`src/rtl/multicycle_add_ctrl.sv`:
```
// -----------------------------------------------------------------------------
// multicycle_add_ctrl
//
// Sequences a WIDTH-bit addition through a narrow external combinational adder
// slice, one SLICE-wide chunk per clock, least-significant chunk first. The
// carry out of each chunk is registered and fed back as the carry into the next
// chunk. The result is held with a valid/ready handshake until the consumer
// takes it.
//
// Parameters
//   WIDTH      full operand width
//   SLICE      width of the external adder slice (WIDTH must be a multiple)
//
// Ports
//   clk        single clock, all state updates on its rising edge
//   rst        asynchronous active-high reset
//   in_valid   operand request valid
//   in_ready   block can accept operands (IDLE only)
//   a, b, cin  operands and carry-in, latched on the accepting edge
//   out_valid  result valid (DONE only)
//   out_ready  consumer accepts the result
//   sum, cout  result; meaningful only while out_valid=1
//   busy       high whenever a transaction is in flight or being held
//   slc_a/b    operand chunk presented to the external slice
//   slc_cin    carry presented to the external slice
//   slc_sum    slice sum returned in the same cycle
//   slc_cout   slice carry-out returned in the same cycle
// -----------------------------------------------------------------------------
module multicycle_add_ctrl #(
  parameter int WIDTH = 64,
  parameter int SLICE = 16
) (
  input  logic             clk,
  input  logic             rst,
  input  logic             in_valid,
  output logic             in_ready,
  input  logic [WIDTH-1:0] a,
  input  logic [WIDTH-1:0] b,
  input  logic             cin,
  output logic             out_valid,
  input  logic             out_ready,
  output logic [WIDTH-1:0] sum,
  output logic             cout,
  output logic             busy,
  output logic [SLICE-1:0] slc_a,
  output logic [SLICE-1:0] slc_b,
  output logic             slc_cin,
  input  logic [SLICE-1:0] slc_sum,
  input  logic             slc_cout
);

  localparam int NSLICE = WIDTH / SLICE;
  // $clog2(1) is 0, so a single-slice build still gets a 1-bit index.
  localparam int IDX_W  = (NSLICE > 1) ? $clog2(NSLICE) : 1;
  localparam logic [IDX_W-1:0] LAST_IDX = IDX_W'(NSLICE - 1);

  if ((WIDTH % SLICE) != 0 || SLICE <= 0) begin : g_bad_params
    $error("multicycle_add_ctrl: WIDTH must be a positive multiple of SLICE");
  end

  typedef enum logic [1:0] {
    IDLE = 2'd0,
    RUN  = 2'd1,
    DONE = 2'd2
  } state_t;

  state_t           state;
  state_t           state_nxt;

  logic [IDX_W-1:0] idx;
  logic             carry;
  logic [WIDTH-1:0] a_q;
  logic [WIDTH-1:0] b_q;
  logic             cin_q;

  logic             accept;
  logic             step;
  logic             last_step;

  // ---------------------------------------------------------------------------
  // State register
  // ---------------------------------------------------------------------------
  // NOTE: sequential state is always written with non-blocking assignments so
  // every flop samples the pre-edge values regardless of block ordering.
  always_ff @(posedge clk or posedge rst) begin
    if (rst) begin
      state <= IDLE;
    end else begin
      state <= state_nxt;
    end
  end

  // ---------------------------------------------------------------------------
  // Next-state and output decode
  // ---------------------------------------------------------------------------
  // NOTE: every signal written here gets a default first; a path that left one
  // unassigned would infer a latch.
  always_comb begin
    state_nxt = state;
    in_ready  = 1'b0;
    out_valid = 1'b0;
    busy      = 1'b1;
    accept    = 1'b0;
    step      = 1'b0;
    last_step = 1'b0;
    slc_a     = '0;
    slc_b     = '0;
    slc_cin   = 1'b0;

    unique case (state)
      IDLE: begin
        in_ready = 1'b1;
        busy     = 1'b0;
        if (in_valid) begin
          accept    = 1'b1;
          state_nxt = RUN;
        end
      end

      RUN: begin
        step      = 1'b1;
        last_step = (idx == LAST_IDX);
        slc_a     = a_q[int'(idx)*SLICE +: SLICE];
        slc_b     = b_q[int'(idx)*SLICE +: SLICE];
        // The first chunk takes the caller's carry-in; later chunks chain the
        // carry registered from the previous chunk.
        slc_cin   = (idx == '0) ? cin_q : carry;
        if (last_step) begin
          state_nxt = DONE;
        end
      end

      DONE: begin
        out_valid = 1'b1;
        // Handoff returns to IDLE only; a new request is taken on a later edge.
        if (out_ready) begin
          state_nxt = IDLE;
        end
      end

      default: begin
        state_nxt = IDLE;
      end
    endcase
  end

  // ---------------------------------------------------------------------------
  // Datapath: operand latch, slice index, carry chain and result assembly
  // ---------------------------------------------------------------------------
  // NOTE: the operand and result registers are reset too, so that an aborted
  // transaction leaves nothing stale visible on sum/cout after reset.
  always_ff @(posedge clk or posedge rst) begin
    if (rst) begin
      idx   <= '0;
      carry <= 1'b0;
      a_q   <= '0;
      b_q   <= '0;
      cin_q <= 1'b0;
      sum   <= '0;
      cout  <= 1'b0;
    end else if (accept) begin
      a_q   <= a;
      b_q   <= b;
      cin_q <= cin;
      idx   <= '0;
    end else if (step) begin
      sum[int'(idx)*SLICE +: SLICE] <= slc_sum;
      carry                          <= slc_cout;
      if (last_step) begin
        // Park the index at 0 rather than letting it run past the last slice.
        idx  <= '0;
        cout <= slc_cout;
      end else begin
        idx <= idx + 1'b1;
      end
    end
  end

endmodule
```
`config.mk`:
```
export PLATFORM = sky130hd
export DESIGN_NAME = multicycle_add_ctrl
export DESIGN_NICKNAME = d
export VERILOG_FILES = /design/src/rtl/multicycle_add_ctrl.sv
export SDC_FILE = /design/constraint.sdc
export NUM_CORES = 1
export LEC_CHECK = 0
export CELL_PAD_IN_SITES_DETAIL_PLACEMENT = 1
export CELL_PAD_IN_SITES_GLOBAL_PLACEMENT = 1
export CORE_MARGIN = 2
export CORE_UTILIZATION = 39
export CTS_CLUSTER_DIAMETER = 80
export CTS_CLUSTER_SIZE = 25
export DETAILED_ROUTE_END_ITERATION = 8
export HOLD_SLACK_MARGIN = 0.12
export PLACE_DENSITY_LB_ADDON = 0.1
export SLEW_MARGIN = 20
export SYNTH_ARGS = -nofsm -noshare
export SYNTH_HDL_FRONTEND = slang
export SYNTH_SLANG_ARGS = --single-unit
```
`constraint.sdc`:
```
create_clock -name clk -period 8.5 [get_ports clk]
set_input_delay 2.55 -clock clk [delete_from_list [all_inputs] [get_ports clk]]
set_output_delay 2.55 -clock clk [all_outputs]
set_load 0.005 [all_outputs]
```
==> metrics.cfg, run 1 <==
[outcome]
outcome=finished, final reports clean

[finish]
regArea_sq_um=4980
finish.net_count=1068
postLayoutCoreUtil=0.533
final_layout_size_suffix_gt1_frac=0.221
area_growth_pct=35.4
filler_cell_count=2376
multiInputGateArea_sq_um=3640

[global_route]
track_usage=0.212
grt-ovfl-total=0
grt_first_pass_wirelength_um=40200
pin_count_of_the_biggest_net_entering_global_routing=144
initial_antenna_violation_count=2
via_count_of_the_first_global_routing_pass=7176

[critical_path]
cp.arrival_ns=3.06
critPathRequiredTime_ns=5.95
worst_path_max_delay_cell=sky130_fd_sc_hd__or3b_2
cp_cell_sequence=or3b_2 -> buf_4 -> o22ai_1 -> clkdlybuf4s50_1
cpPeakStageDelay_ns=0.75
critical_path.startpoint_type=flip-flop
worst-path-max-fanout=32
worst_r2r_path_depth=3
path_class=reg2out
end_kind=output pin

[synthesis]
synth_largest_type_area_fraction=0.544
mappedNetlistNets=852
synth-seq-cells=199
top_area_cells_in_the_synthesized_netlist=sky130_fd_sc_hd__dfrtp_1, sky130_fd_sc_hd__mux2_2, sky130_fd_sc_hd__mux2i_1, sky130_fd_sc_hd__o32ai_2, sky130_fd_sc_hd__o22ai_1
ys_types=33
synthesis.instances=697
synth_area_per_cell_sq_um=13.1
synth.yosys.warnings=0
cell_area_after_synthesis_sq_um=9150
yosysTopAreaCell=sky130_fd_sc_hd__dfrtp_1
ys_seq_area_frac=0.544

[drt]
detailedRoute.firstPassIterationCount=4
drt_wl_total_um=25700
wl_per_cell_um=20.6
post_drt_via_cell_ratio=5.17
dr_total_vias=6449
antenna_left=0
initialDrtViolationCount=231
drcViolationCount=0

[die]
design.die.area_sq_um=24700
chipWidth_um=157
rows=56
design.portCount=251
fp.coreArea_sq_um=23300
floorplan.initialDensity=0.393
fp.dieH_um=157

[worst_hold_path]
worst_hold_path.num_cells=1
worst_hold_path_type=reg2reg

[clocking]
post_cts_resized=0
cts_max_level=4
clock_insertion_delay_worst_skew_ns=0.43
clk_transition_reported_paths_ns=0.07
clockBufferDepth=2
tritoncts_clock_tree=done
cts_hold_repair.buffers=0
clk_root_buffer_cell=sky130_fd_sc_hd__clkbuf_16
cts-buffers-inserted=17
post_cts_setup_repair_buffer_count=0
cts.sinks=199

[pwr]
power-per-cell-area_nw_per_um2=386
design_power_total_mw=4.79
max-vdd-ir-drop_mv=0.175
cellLeakagePower_nw=4.96

[sta]
tightestPinTransition_ns=1.07
worst_hold_slack_ns=0.504
finalSetupViolCount=0
final-hold-violation-count=0
final.setup.worst_slack_ns=2.89
report.final.slew_viol_count=0
clock_skew_ns=0.0110
final_period_minus_worst_setup_slack_ns=5.61
slew-limit-headroom=0.290
rsz0062_at_grt=false
maxClockFrequency_mhz=178
timing.setup.tns_ns=0
fin_crit_sh=0.660

[place]
place_congestion=0.780
estimated_wirelength_of_the_detail_placed_design_um=18100
detailedPlace.worstSlack_ns=3.19
io_buffer_count=250

[run]
cap_violations=0

==> power by group <==
| group | switching, mW | internal [mW] | total, mW |
|---|---|---|---|
| Combinational | 1.02 | 1.26 | 2.28 |
| Clock | 0.378 | 0.390 | 0.768 |
| Sequential | 0.316 | 1.43 | 1.74 |
| Total | 1.71 | 3.08 | 4.79 |
==> critical path: cells and delay by family (launching register included) <==
| family | cells | cell delay [ns] |
|---|---|---|
| compound gates | 1 | 0.27 |
| buf+inv | 2 | 0.95 |
| flops | 1 | 0.65 |
| simple gates | 1 | 0.75 |
==> flip-flops by register name (all words and copies together), names as in the netlist <==
signal  cells
a_q        64
b_q        64
sum        64
idx         2
state       2
carry       1
cin_q       1
cout        1
==> stage by stage <==
step | area [sq um] | instances
floorplan | 9150 | 697
global placement | 11800 | 1211
global route | 12400 | 1246
CTS | 12400 | 1244
detailed placement | 11800 | 1212
finish | 12400 | 1247
==> kinds of logic after synthesis <==
| kind of cell | Yosys count | synth area share |
|---|---|---|
| flip-flops | 199 | 0.544 |
| AO/OA/AOI/OAI | 101 | 0.110 |
| buffers and inverters | 114 | 0.0596 |
| AND/OR/NAND/NOR | 82 | 0.0471 |
| adder cells (fa/ha/maj) | 5 | 0.00684 |
| multiplexers | 196 | 0.232 |
==> final cells by class <==
cell class              instances  area share
multi-input cells             384       0.294
clock buffers                  18      0.0354
flip-flops and latches        199       0.402
well taps                     319      0.0322
diodes                          2    0.000404
repair buffers                258       0.210
clock inverters                14     0.00919
inverters                      53      0.0167
==> final timing paths <==
kind	startpoint	slack, ns	end
max	state[0]	2.89	slc_a[14]
min	sum[41]	0.50	sum[41]
max reg2reg	idx[1]	5.43	cout
min reg2reg	sum[41]	0.50	sum[41]
max in group asynchronous	rst	4.29	idx[1]
min in group asynchronous	rst	2.54	sum[62]
==> layout by cell type, fill, tap and decap left out, types with 2 or more instances in the layout <==
cell type and count:
sky130_fd_sc_hd__buf_16 2, sky130_fd_sc_hd__o22ai_1 33, sky130_fd_sc_hd__inv_1 52, sky130_fd_sc_hd__inv_6 4, sky130_fd_sc_hd__inv_8 3, sky130_fd_sc_hd__clkinvlp_4 5
sky130_fd_sc_hd__nand3b_1 2, sky130_fd_sc_hd__o32ai_2 25, sky130_fd_sc_hd__mux2_2 131, sky130_fd_sc_hd__buf_4 6, sky130_fd_sc_hd__o32ai_1 22, sky130_fd_sc_hd__and3b_1 3
sky130_fd_sc_hd__o2bb2ai_1 2, sky130_fd_sc_hd__clkdlybuf4s50_1 250, sky130_fd_sc_hd__dfrtp_1 198, sky130_fd_sc_hd__a32o_1 16, sky130_fd_sc_hd__nor2b_1 17, sky130_fd_sc_hd__clkinv_2 2
sky130_fd_sc_hd__mux2i_1 65, sky130_fd_sc_hd__nand2b_1 3, sky130_fd_sc_hd__clkbuf_16 17, sky130_fd_sc_hd__nand2_1 47, sky130_fd_sc_hd__ha_1 5, sky130_fd_sc_hd__diode_2 2
==> synth_stat cells <==
cell type and n:
sky130_fd_sc_hd__nand4b_1 1, sky130_fd_sc_hd__buf_6 5, sky130_fd_sc_hd__ha_1 5, sky130_fd_sc_hd__nand4bb_1 1, sky130_fd_sc_hd__o22ai_1 33, sky130_fd_sc_hd__o32ai_1 22, sky130_fd_sc_hd__nand2_1 47, sky130_fd_sc_hd__nor3b_2 1
sky130_fd_sc_hd__buf_8 1, sky130_fd_sc_hd__dfrtp_1 199, sky130_fd_sc_hd__o32ai_2 25, sky130_fd_sc_hd__inv_1 53, sky130_fd_sc_hd__buf_4 12, sky130_fd_sc_hd__mux2i_1 65, sky130_fd_sc_hd__or4b_4 1, sky130_fd_sc_hd__o2bb2ai_1 2
sky130_fd_sc_hd__clkbuf_2 1, sky130_fd_sc_hd__nand2b_1 4, sky130_fd_sc_hd__clkbuf_1 22, sky130_fd_sc_hd__a21o_1 1, sky130_fd_sc_hd__or2_2 1, sky130_fd_sc_hd__a21oi_1 1, sky130_fd_sc_hd__and3b_1 3, sky130_fd_sc_hd__a32o_1 16
sky130_fd_sc_hd__buf_1 2, sky130_fd_sc_hd__buf_2 18, sky130_fd_sc_hd__o21bai_1 1, sky130_fd_sc_hd__nand3b_1 2, sky130_fd_sc_hd__nor2_1 1, sky130_fd_sc_hd__nor4bb_1 1, sky130_fd_sc_hd__or3b_1 1, sky130_fd_sc_hd__mux2_2 131
sky130_fd_sc_hd__nor2b_1 18
==> per-layer routing <==
metal | GRT usage | up-vias | routed length [um]
met5 | 0 | - | 13
met4 | 0.0545 | 2 | 392
met3 | 0.0631 | 28 | 1690
met2 | 0.369 | 180 | 13100
met1 | 0.258 | 3310 | 10400
li1 | - | 2929 | -
Power figures use the tool's default switching activity.
==> run 2, diff against run 1 <==
--- a/config.mk
+++ b/config.mk
@@ -8,7 +8,7 @@
 export CELL_PAD_IN_SITES_DETAIL_PLACEMENT = 1
 export CELL_PAD_IN_SITES_GLOBAL_PLACEMENT = 1
 export CORE_MARGIN = 2
-export CORE_UTILIZATION = 39
+export CORE_UTILIZATION = 35
 export CTS_CLUSTER_DIAMETER = 80
 export CTS_CLUSTER_SIZE = 25
 export DETAILED_ROUTE_END_ITERATION = 8
==> constraint.sdc (replaced) <==
create_clock -name clk -period 5 [get_ports clk]
set_input_delay 1.5 -clock clk [delete_from_list [all_inputs] [get_ports clk]]
set_output_delay 1.5 -clock clk [all_outputs]
set_load 0.005 [all_outputs]
==> run 2 against run 1 <==
  * Final cell count rose by 1.7%
  * Hold slack got worse by 0.0067 ns
  * Sequential share of layout area decreased by 0.29 points
  * Worst setup slack lost 2.3 ns
  * Critical path depth fell by 1
  * Critical path type unchanged
  * First-iteration DRC count rose by 23%
==> metrics.cfg, run 2 (synthesis gave the netlist of run 1 again) <==
[outcome]
outcome=finished, final reports clean

[clocking]
cts_max_level=4  ; unchanged
cts_hold_repair.buffers=0  ; unchanged
cts-buffers-inserted=17  ; unchanged
post_cts_resized=0  ; unchanged
clockBufferDepth=2  ; unchanged
cts.sinks=199  ; unchanged
tritoncts_clock_tree=done
post_cts_setup_repair_buffer_count=0  ; unchanged
clk_root_buffer_cell=sky130_fd_sc_hd__clkbuf_16
clock_insertion_delay_worst_skew_ns=0.43  ; about the same
clk_transition_reported_paths_ns=0.07  ; about the same

[sta]
final.setup.worst_slack_ns=0.632  ; -2.26 ns
slew-limit-headroom=0.278  ; -0.0119
final-hold-violation-count=0  ; unchanged
clock_skew_ns=0.0100  ; -0.00105 ns
tightestPinTransition_ns=1.08  ; +0.0179 ns
fin_crit_sh=0.874
final_period_minus_worst_setup_slack_ns=4.37
finalSetupViolCount=0  ; unchanged
timing.setup.tns_ns=0  ; unchanged
worst_hold_slack_ns=0.498  ; -0.00669 ns
maxClockFrequency_mhz=229
report.final.slew_viol_count=0  ; unchanged
rsz0062_at_grt=false

[drt]
initialDrtViolationCount=284  ; +23%
detailedRoute.firstPassIterationCount=4  ; unchanged
drcViolationCount=0  ; unchanged
drt_wl_total_um=26600  ; +3.8%
post_drt_via_cell_ratio=5.13  ; -0.82%
wl_per_cell_um=21.0  ; +2.1%
dr_total_vias=6504  ; +0.85%
antenna_left=0  ; unchanged

[pwr]
cellLeakagePower_nw=5.00  ; +0.83%
sequential_group_share_of_total_power=0.354  ; -0.010
power_frac_comb=0.477  ; about the same
p_int_mw=5.29  ; +72%
power.switching_mw=2.96  ; +73%
pwr-share-clk=0.169  ; +0.009
design_power_total_mw=8.25  ; +72%
power-per-cell-area_nw_per_um2=661  ; +71%
switching_share=0.359  ; +0.00176
max-vdd-ir-drop_mv=0.279  ; +59%

[finish]
layout.cells.most_common_list=sky130_fd_sc_hd__clkdlybuf4s50_1, sky130_fd_sc_hd__dfrtp_1, sky130_fd_sc_hd__mux2_2
biggestRegsByFlops=a_q (64), b_q (64), sum (64)
final_layout_size_suffix_gt1_frac=0.222  ; about the same
final-instance-count-excl-fill=1268  ; +1.7%
postLayoutCoreUtil=0.483  ; -0.0496
area_growth_pct=36.4
finish.net_count=1072  ; +0.37%
final_common_cell=sky130_fd_sc_hd__clkdlybuf4s50_1
finalInstanceArea_sq_um=12500  ; +0.73%

[critical_path]
worst-path-max-fanout=38  ; +19%
register_to_register_setup_slack_ns=1.72  ; -3.71 ns
end_of_the_worst_register_to_register_path=cout
path_class=reg2out
regToRegStartpoint=idx[1]
end_kind=output pin
worst_r2r_path_depth=4  ; +1
cp.arrival_ns=2.87  ; -0.19 ns
critPathRequiredTime_ns=3.50  ; -2.45 ns
critical_path.startpoint_type=flip-flop

[place]
area_after_dpl_sq_um=11900  ; +0.54%
place_inst=1232  ; +1.7%
estimated_wirelength_of_the_detail_placed_design_um=19000  ; +5.0%
detailedPlace.worstSlack_ns=1.11  ; -2.08 ns
io_buffer_count=250  ; unchanged
place_congestion=0.789  ; +1.1%

[global_route]
grt_first_pass_wirelength_um=42100  ; +4.8%
via_count_of_the_first_global_routing_pass=7310  ; +1.9%
grt-ovfl-total=0  ; unchanged
pin_count_of_the_biggest_net_entering_global_routing=130  ; -9.7%
initial_antenna_violation_count=5  ; +3
track_usage=0.195  ; -0.0172

[die]
design.die.area_sq_um=27400  ; +11%
floorplan.initialDensity=0.354  ; -0.0392
rows=59  ; +5.4%
design.portCount=251  ; unchanged
fp.coreArea_sq_um=25800  ; +11%
fp.dieH_um=166  ; +5.4%
chipWidth_um=166  ; +5.4%

[worst_hold_path]
timing.hold.worst_endpoint=sum[37]
worst_hold_path_type=reg2reg
worst_hold_path.num_cells=1  ; unchanged
hp-start=sum[37]

[run]
cap_violations=0  ; unchanged

[run 2: changes by cell type in the layout (fill, tap and decap cells not counted), moves of 2 or more]
cell | before | now
sky130_fd_sc_hd__clkinvlp_4 | 5 | 2
sky130_fd_sc_hd__buf_16 | 2 | 0
sky130_fd_sc_hd__clkinv_2 | 2 | 0
sky130_fd_sc_hd__buf_4 | 6 | 8
sky130_fd_sc_hd__buf_12 | 0 | 4
sky130_fd_sc_hd__inv_8 | 3 | 5
sky130_fd_sc_hd__clkbuf_1 | 0 | 2
[run 2: layout make-up]
type                       count  area, sq um
clock inverter                13          154
tap                          335          419
fill                        2641        13400
clock buffer                  19          433
multi-input combinational    384         3640
sequential                   199         4980
inverter                      53          203
antenna                        3         7.51
timing repair buffer         262         2640
[run 2: layer usage]
layer | global-route usage | vias to the layer above | part of all wire
met1 | 0.235 | 3322 | 0.41
met4 | 0.0567 | 2 | 0.021
li1 | - | 2939 | -
met3 | 0.0597 | 40 | 0.063
met5 | 0 | - | 0.00045
met2 | 0.336 | 201 | 0.51
[run 2: worst max-delay path by stage]
| stage | from | endpoint | cells past startpoint |
|---|---|---|---|
| 4_1_cts | state[0] | slc_a[4] | 3 |
| 3_3_place_gp | state[0] | slc_b[12] | 3 |
| 2_1_floorplan | rst | a_q[0] | 1 |
| 5_1_grt | state[0] | slc_a[13] | 3 |
| 3_5_place_dp | state[0] | slc_a[13] | 3 |
| 6_report | state[0] | slc_b[15] | 3 |
[run 2: critical path: stages, from the launching register on]
cell	delay, ns
sky130_fd_sc_hd__dfrtp_1	0.62
sky130_fd_sc_hd__or3b_2	0.92
sky130_fd_sc_hd__o22ai_1	0.33
sky130_fd_sc_hd__clkdlybuf4s50_1	0.55
[run 2: power groups by stage]
stage          Clock, mW  Combinational, mW  Sequential (mW)
2_1_floorplan          0               2.33             2.80
3_3_place_gp           0               3.84             2.90
3_5_place_dp           0               3.98             2.96
4_1_cts             1.44               4.00             2.93
5_1_grt             1.51               4.24             3.04
6_report            1.39               3.94             2.92
